==> src/rtl/m2vside2_seq.sv <==
// Stage-2 side-information sequencer: expands one stage-1 macroblock into six
// 4:2:0 block records and tracks the macroblock position within the picture.
//
//   state | meaning
//   IDLE  | no record held, s2_enable low, waiting for a stage-1 macroblock
//   BLOCK | record for s2_block held on s2_*, advanced by each block_start
module m2vside2_seq #(
  parameter int MVH_WIDTH = 16,
  parameter int MVV_WIDTH = 15,
  parameter int MBX_WIDTH = 6,
  parameter int MBY_WIDTH = 5
) (
  input  logic                 clk,
  input  logic                 reset_n,
  input  logic                 pic_start,
  input  logic [MBX_WIDTH-1:0] pic_mb_width,
  input  logic                 s1_valid,
  output logic                 s1_ready,
  input  logic [MVH_WIDTH-1:0] s1_mv_h,
  input  logic [MVV_WIDTH-1:0] s1_mv_v,
  input  logic                 s1_mb_intra,
  input  logic [5:0]           s1_cbp,
  input  logic                 block_start,
  output logic [MVH_WIDTH-1:0] s2_mv_h,
  output logic [MVV_WIDTH-1:0] s2_mv_v,
  output logic [MBX_WIDTH-1:0] s2_mb_x,
  output logic [MBY_WIDTH-1:0] s2_mb_y,
  output logic                 s2_mb_intra,
  output logic [2:0]           s2_block,
  output logic                 s2_coded,
  output logic                 s2_enable
);

  typedef enum logic {IDLE = 1'b0, BLOCK = 1'b1} state_t;

  localparam logic [MBX_WIDTH-1:0] X_ONE = {{(MBX_WIDTH-1){1'b0}}, 1'b1};
  localparam logic [MBY_WIDTH-1:0] Y_ONE = {{(MBY_WIDTH-1){1'b0}}, 1'b1};

  state_t               state_q;
  logic [MBX_WIDTH-1:0] pos_x_q, pos_x_d;
  logic [MBY_WIDTH-1:0] pos_y_q, pos_y_d;
  logic [MBX_WIDTH-1:0] width_q;
  logic [5:0]           cbp_q;
  logic [MVH_WIDTH-1:0] mv_h_q;
  logic [MVV_WIDTH-1:0] mv_v_q;
  logic [MBX_WIDTH-1:0] mb_x_q;
  logic [MBY_WIDTH-1:0] mb_y_q;
  logic                 intra_q;
  logic [2:0]           block_q;
  logic                 coded_q;
  logic                 enable_q;

  logic last_block;
  logic accept;
  logic next_cbp_bit;

  assign last_block = (state_q == BLOCK) && (block_q == 3'd5);
  assign s1_ready   = ~pic_start & ((state_q == IDLE) | (block_start & last_block));
  assign accept     = s1_valid & s1_ready;

  // Width 0 wraps at all-ones naturally, since width-1 underflows to all-ones.
  always_comb begin
    pos_x_d = pos_x_q + X_ONE;
    pos_y_d = pos_y_q;
    if (pos_x_q == (width_q - X_ONE)) begin
      pos_x_d = '0;
      pos_y_d = pos_y_q + Y_ONE;
    end
  end

  // cbp bit for the block that follows the current one (bit5 = block0).
  always_comb begin
    next_cbp_bit = 1'b0;
    case (block_q)
      3'd0:    next_cbp_bit = cbp_q[4];
      3'd1:    next_cbp_bit = cbp_q[3];
      3'd2:    next_cbp_bit = cbp_q[2];
      3'd3:    next_cbp_bit = cbp_q[1];
      3'd4:    next_cbp_bit = cbp_q[0];
      default: next_cbp_bit = 1'b0;
    endcase
  end

  always_ff @(posedge clk or negedge reset_n) begin
    if (!reset_n) begin
      state_q  <= IDLE;
      pos_x_q  <= '0;
      pos_y_q  <= '0;
      width_q  <= '0;
      cbp_q    <= '0;
      mv_h_q   <= '0;
      mv_v_q   <= '0;
      mb_x_q   <= '0;
      mb_y_q   <= '0;
      intra_q  <= 1'b0;
      block_q  <= '0;
      coded_q  <= 1'b0;
      enable_q <= 1'b0;
    end else if (pic_start) begin
      state_q  <= IDLE;
      enable_q <= 1'b0;
      block_q  <= '0;
      pos_x_q  <= '0;
      pos_y_q  <= '0;
      width_q  <= pic_mb_width;
    end else if (accept) begin
      state_q  <= BLOCK;
      enable_q <= 1'b1;
      block_q  <= '0;
      mv_h_q   <= s1_mv_h;
      mv_v_q   <= s1_mv_v;
      intra_q  <= s1_mb_intra;
      cbp_q    <= s1_cbp;
      coded_q  <= s1_mb_intra | s1_cbp[5];
      mb_x_q   <= pos_x_q;
      mb_y_q   <= pos_y_q;
      pos_x_q  <= pos_x_d;
      pos_y_q  <= pos_y_d;
    end else if ((state_q == BLOCK) && block_start) begin
      if (last_block) begin
        state_q  <= IDLE;
        enable_q <= 1'b0;
        block_q  <= '0;
      end else begin
        block_q <= block_q + 3'd1;
        coded_q <= intra_q | next_cbp_bit;
      end
    end
  end

  assign s2_mv_h     = mv_h_q;
  assign s2_mv_v     = mv_v_q;
  assign s2_mb_x     = mb_x_q;
  assign s2_mb_y     = mb_y_q;
  assign s2_mb_intra = intra_q;
  assign s2_block    = block_q;
  assign s2_coded    = coded_q;
  assign s2_enable   = enable_q;

endmodule
==> config.mk <==
export PLATFORM = sky130hd
export DESIGN_NAME = m2vside2_seq
export DESIGN_NICKNAME = d
export VERILOG_FILES = /design/src/rtl/m2vside2_seq.sv
export SDC_FILE = /design/constraint.sdc
export NUM_CORES = 1
export LEC_CHECK = 0
export CORE_MARGIN = 2
export CORE_UTILIZATION = 42
export DETAILED_ROUTE_END_ITERATION = 8
export GPL_ROUTABILITY_DRIVEN = 1
export MAX_ROUTING_LAYER = met4
export PLACE_DENSITY = 0.84
export SETUP_SLACK_MARGIN = 0.05
export SLEW_MARGIN = 20
export SYNTH_ARGS = -nofsm -noshare
export SYNTH_HDL_FRONTEND = slang
export SYNTH_SLANG_ARGS = --single-unit
==> constraint.sdc <==
create_clock -name clk -period 1.9 [get_ports clk]
set_input_delay 0.19 -clock clk [delete_from_list [all_inputs] [get_ports clk]]
set_output_delay 0.19 -clock clk [all_outputs]
set_load 0.02 [all_outputs]
== Word-level counts from Yosys, hierarchy flattened ==
Cells that the tools add are included.

* Add/sub/neg operators: 4
* Equal/unequal tests: 7
* Multiplexer cells: 18
* Bitwise operators: 8
* Reductions and logical operators: 12

{| class="wikitable"
|+ Operator list
! cell !! count
|-
| $mux 6 || 3
|-
| $mux 5 || 3
|-
| $mux 3 || 4
|-
| $mux 1 || 7
|-
| $add 6x1->6 const B || 1
|-
| $eq 3x2->1 const B || 2
|-
| $eq 3x3->1 const B || 2
|-
| $eq 6x6->1 || 1
|-
| $reduce_and 2->1 || 3
|-
| $reduce_bool 2->1 || 3
|-
| $reduce_bool 3->1 || 2
|-
| $sub 6x1->6 const B || 1
|-
| $add 5x1->5 const B || 1
|-
| $pmux 1 s5 || 1
|-
| $add 3x1->3 const B || 1
|-
| $and 1x1->1 || 3
|-
| $eq 3x1->1 const B || 1
|-
| $logic_not 3->1 || 1
|-
| $or 1x1->1 || 3
|-
| $reduce_and 3->1 || 1
|-
| $logic_and 1x1->1 || 2
|-
| $ne 2x1->1 const B || 1
|-
| $not 1->1 || 2
|}

* Register bits after elaboration: 70
* Input port bits: 49
* Output and inout port bits: 49
* Logic and storage cells: 61

== Logic depth before layout (Yosys ltp) ==
* Depth in word-level cells: 8
* Depth in mapped cells: 9
* Depth with buffers taken out: 7

== Worst setup path before layout ==
OpenSTA, ideal clock, no wires.

* Path kind: register to register
* Start: register block_q[1], in the netlist s2_block[1]
* End: register pos_x_q[2]
* Library setup time: 0.096 ns
* Data arrival time: 1.963 ns
* Slack: -0.158 ns
* Stages on the path, launching flop included: 9
* Cells stage by stage: dfrtp_1 > inv_1 > ha_1 > nand3_1 > a211oi_2 > buf_2 > buf_2 > o21ai_0 > nor4_2

* Longest elaborated chain between the ends: 7

{| class="wikitable"
|+ RTL lines
! item !! RTL line !! RTL
|-
| start, declared || 49 || <nowiki>logic [2:0] block_q;</nowiki>
|-
| start signal, assigned || 125 || <nowiki>block_q <= block_q + 3'd1;</nowiki>
|-
| $eq 3x3->1 || 57 || <nowiki>assign last_block = (state_q == BLOCK) && (block_q == 3'd5);</nowiki>
|-
| $logic_and 1x1->1 || 57 ||
|-
| $and 1x1->1 || 58 || <nowiki>assign s1_ready = ~pic_start & ((state_q == IDLE) | (block_start & last_block));</nowiki>
|-
| $or 1x1->1 || 58 ||
|-
| $and 1x1->1 || 58 ||
|-
| $and 1x1->1 || 59 || <nowiki>assign accept = s1_valid & s1_ready;</nowiki>
|-
| $reduce_bool 2->1 (no line) || n/a ||
|-
| end signal, assigned || 117 || <nowiki>pos_x_q <= pos_x_d;</nowiki>
|-
| end, declared || 40 || <nowiki>logic [MBX_WIDTH-1:0] pos_x_q, pos_x_d;</nowiki>
|}

No other way between the ends.
A chain may end at the register's enable or synchronous reset.

== Worst setup path in the final report ==
* Start: register width_q[0]
* End: register pos_y_q[1]

* Longest elaborated chain between the ends: 4

{| class="wikitable"
|+ RTL lines
! item !! RTL line !! RTL
|-
| start, declared || 42 || <nowiki>logic [MBX_WIDTH-1:0] width_q;</nowiki>
|-
| start signal, assigned || 105 || <nowiki>width_q <= pic_mb_width;</nowiki>
|-
| $sub 6x1->6 || 65 || <nowiki>if (pos_x_q == (width_q - X_ONE)) begin</nowiki>
|-
| $eq 6x6->1 || 65 ||
|-
| $reduce_bool 2->1 (no line) || n/a ||
|-
| $reduce_and 2->1 (no line) || n/a ||
|-
| end signal, assigned || 118 || <nowiki>pos_y_q <= pos_y_d;</nowiki>
|-
| end, declared || 41 || <nowiki>logic [MBY_WIDTH-1:0] pos_y_q, pos_y_d;</nowiki>
|}

No other way between the ends.

==> summary.md <==
| Metric | Value |
|---|---|
| Final Cycle Share | `111.5%` |
| Worst r2r path cells | `8` |
| Setup crit end kind | `flip-flop` |
| Sink Count | `70` |
| Multiplexer area fraction after synthesis | `19.29%` |
| Port Buf Inserts | `97` |
| Area contributors post-synth | `dfrtp_1 57%, mux2_2 19%, ha_1 3.2%` |
| Worst-path clk slew | `0.08 ns` |
| Adder-cell share of the synthesized area | `3.241%` |
| Yosys reg bits | `70` |
| Diodes inserted | `0` |
| Seq/Total Area, Yosys | `56.73%` |
| Fmax achieved | `0.4720 GHz` |
| Final hold violation count | `0` |
| Simple-gate area share of the yosys netlist | `7.455%` |
| CTS H-tree depth | `3` |
| Fraction of layout cells with a size suffix above 1 | `35.57%` |
| DRC errors left | `0` |
| Final GP Congestion | `0.8190` |
| Post-Syn Instances | `242` |
| Post-Syn Area | `3088 sq um` |
| Setup WS pre-CTS | `-0.1763 ns` |
| Pwr/cell area | `843.1 nW/um^2` |
| CTS tree | `done` |
| Dpl cells | `450` |
| Layout area overhead | `67.50%` |
| Placed wire-length estimate | `5040 um` |
| Skew final | `0.01267 ns` |
| Worst path arrival time | `2.40 ns` |
| Max-slew headroom | `65.21%` |
| Compound-cell area share of the yosys netlist | `8.387%` |
| Fin util | `72.08%` |
| Slew @ Worst Pin | `0.5200 ns` |
| Iteration-0 DRC Markers | `110` |
| Tmin final | `2.119 ns` |
| Mean Syn Cell Area | `12.76 sq um` |
| Synth warn | `0` |
| Pins Over Slew Limit | `0` |
| Die Y | `89.75 um` |
| DR WL/cell | `17.65 um` |
| Worst-skew pair later-pin latency | `0.36 ns` |
| CTS buffer count | `9` |
| Site row count | `31` |
| Initial antenna violation count | `0` |
| Crit Path Category | `reg -> reg` |
| DR pass1 iterations | `4` |
| Area leader, netlist | `dfrtp_1` |
| Min Hold Slack | `0.2166 ns` |
| Root buffer cell | `clkbuf_8` |
| Die area | `8054 sq um` |
| Vias in the first global route | `2463` |
| WL final | `8597 um` |
| Post-Synthesis Net Count | `299` |
| IO Pins | `98` |
| Max FO, Critical Path | `5` |
| Worst path required time | `2.18 ns` |
| Xor/xnor share of the synthesized area | `1.985%` |
| Max Cap Viol | `0` |
| Status | `finished with violations` |
| Worst setup margin | `-0.2185 ns` |
| Post-route antenna net violation count | `0` |
| Final std cells w/o fill | `487` |
| Post-synth top area share | `56.73%` |
| GRT Util Overall | `18.38%` |
| Total gr overflow | `0` |
| Critical Path Start Type | `flip-flop` |
| Pin count of the biggest net entering global routing | `33` |
| Unrepaired setup endpoints after global routing | `yes` |
| Die W | `89.75 um` |
| Floorplan core area | `7176 sq um` |
| Violated checks | `setup timing` |
| Leakage | `2.237 nW` |
| Vias | `2493` |
| Nets | `440` |
| Global-route wire length before repair | `11630 um` |
| Vias/cell | `5.119` |
| Largest family of logic cells by synthesized area | `multiplexers` |
| CTS Buffer Depth | `2` |
| Worst Hold Class | `in -> async` |
| Initial core utilization | `43.03%` |
| # setup viols final | `33` |
| Setup TNS | `-1.308 ns` |
| Distinct cells, synth | `40` |
| Max IR drop VDD | `0.6339 mV` |
## metal layers
layer,up-vias,track usage [%],routed length (um)
met5,-,-,0
li1,1148,-,-
met1,1253,21.81,3627
met3,7,4.610,364
met4,0,5.641,48
met2,85,31.12,4557
## repair_timing
item                                    in CTS  in global routing
hold buffers                                 1                  0
resized for setup                            8                 81
hold endpoints to repair                     7                  0
cloned                                       0                  7
pin swaps                                    0                 20
setup buffers                                0                 13
endpoints found under the setup margin      40                 60
## final cells by class
| class | count | area, sq um |
|---|---|---|
| tap | 99 | 123.9 |
| inverter | 11 | 41.29 |
| timing repair buffer | 140 | 1453 |
| multi-input combinational | 151 | 1578 |
| sequential | 70 | 1754 |
| clock inverter | 5 | 81.33 |
| fill | 491 | 2003 |
| clock buffer | 11 | 141.4 |
## critical path, cell delays in order, from the launching register on
cell and delay (ns):
dfrtp_1 0.41, inv_2 0.08, ha_4 0.13, or3b_4 0.37
a211oi_2 0.17, o211ai_1 0.18, buf_4 0.20, or3_4 0.37
a21oi_2 0.13
## logic make-up after synthesis
kind of cell / Yosys count
muxes: 53
adders and majority gates: 8
and+or+nand+nor: 46
AOI/OAI and AO/OA: 37
xor gates and xnor gates: 7
buffers and inverters: 21
DFF: 70
## Yosys cell counts
| cell | number |
|---|---|
| dfrtp_1 | 70 |
| mux2_2 | 52 |
| nand2_1 | 17 |
| o21ai_0 | 12 |
| inv_1 | 11 |
| ha_1 | 8 |
| nor2_1 | 8 |
| nand3_1 | 7 |
| a21oi_1 | 6 |
| buf_2 | 6 |
| xnor2_1 | 6 |
| clkbuf_1 | 3 |
| o31ai_1 | 3 |
| or3_1 | 3 |
| a211oi_2 | 2 |
| nand3b_1 | 2 |
| o221ai_1 | 2 |
| or4_1 | 2 |
| a211oi_1 | 1 |
| a22o_1 | 1 |
| a22oi_1 | 1 |
| and2_1 | 1 |
| buf_4 | 1 |
| mux2i_1 | 1 |
| nand4_1 | 1 |
| nor3_1 | 1 |
| nor3b_1 | 1 |
| nor4_1 | 1 |
| nor4_2 | 1 |
| o2111a_1 | 1 |
| o211a_1 | 1 |
| o211ai_1 | 1 |
| o21a_1 | 1 |
| o21ai_2 | 1 |
| o311ai_0 | 1 |
| o31a_1 | 1 |
| o32ai_1 | 1 |
| o41ai_1 | 1 |
| or3b_1 | 1 |
| xor2_1 | 1 |
## layout by cell type, fill, tap and decap left out, drive strengths merged, types with 7 or more instances in the layout
| cell type | netlist | final |
|---|---|---|
| o21ai | 13 | 13 |
| buf | 7 | 37 |
| clkbuf | 3 | 17 |
| inv | 11 | 12 |
| dfrtp | 70 | 70 |
| mux2 | 52 | 52 |
| nand2 | 17 | 17 |
| nor2 | 8 | 8 |
| nand3 | 7 | 7 |
| clkdlybuf4s50 | 0 | 95 |
| ha | 8 | 8 |
## power breakdown
group          leakage (nW)  switching, W  internal [W]
Combinational          1.25      0.000492      0.000699
Sequential            0.875      0.000120       0.00167
Clock                 0.110      0.000600      0.000778
## flip-flops by register name (all words and copies together), names as in the netlist
name / flops
width_q: 6
s2_mb_x: 6
pos_y_q: 5
s2_mb_y: 5
s2_mv_v: 15
cbp_q: 5
pos_x_q: 6
s2_block: 3
s2_mv_h: 16
s2_mb_intra: 1
s2_coded: 1
state_q: 1
## final timing paths
kind                                       from     endpoint  slack (ns)
worst max-delay path                 width_q[0]   pos_y_q[1]       -0.22
worst min-delay path                    reset_n   width_q[4]        0.22
min in group clk                pic_mb_width[2]   width_q[2]        0.41
worst min register to register         cbp_q[0]     cbp_q[0]        0.51
max in group asynchronous               reset_n  s2_block[1]        0.98
worst max register to register       width_q[0]   pos_y_q[1]       -0.22
## per-stage QoR
stage                     total power [W]  cell area (sq um)
after floorplan                  0.002261               3128
after global placement           0.002761               4332
after detailed placement         0.002790               4332
after CTS                        0.004153               4588
after global routing             0.004539               5172
final                            0.004361               5172
No activity file was read; power rests on OpenSTA's default activity.
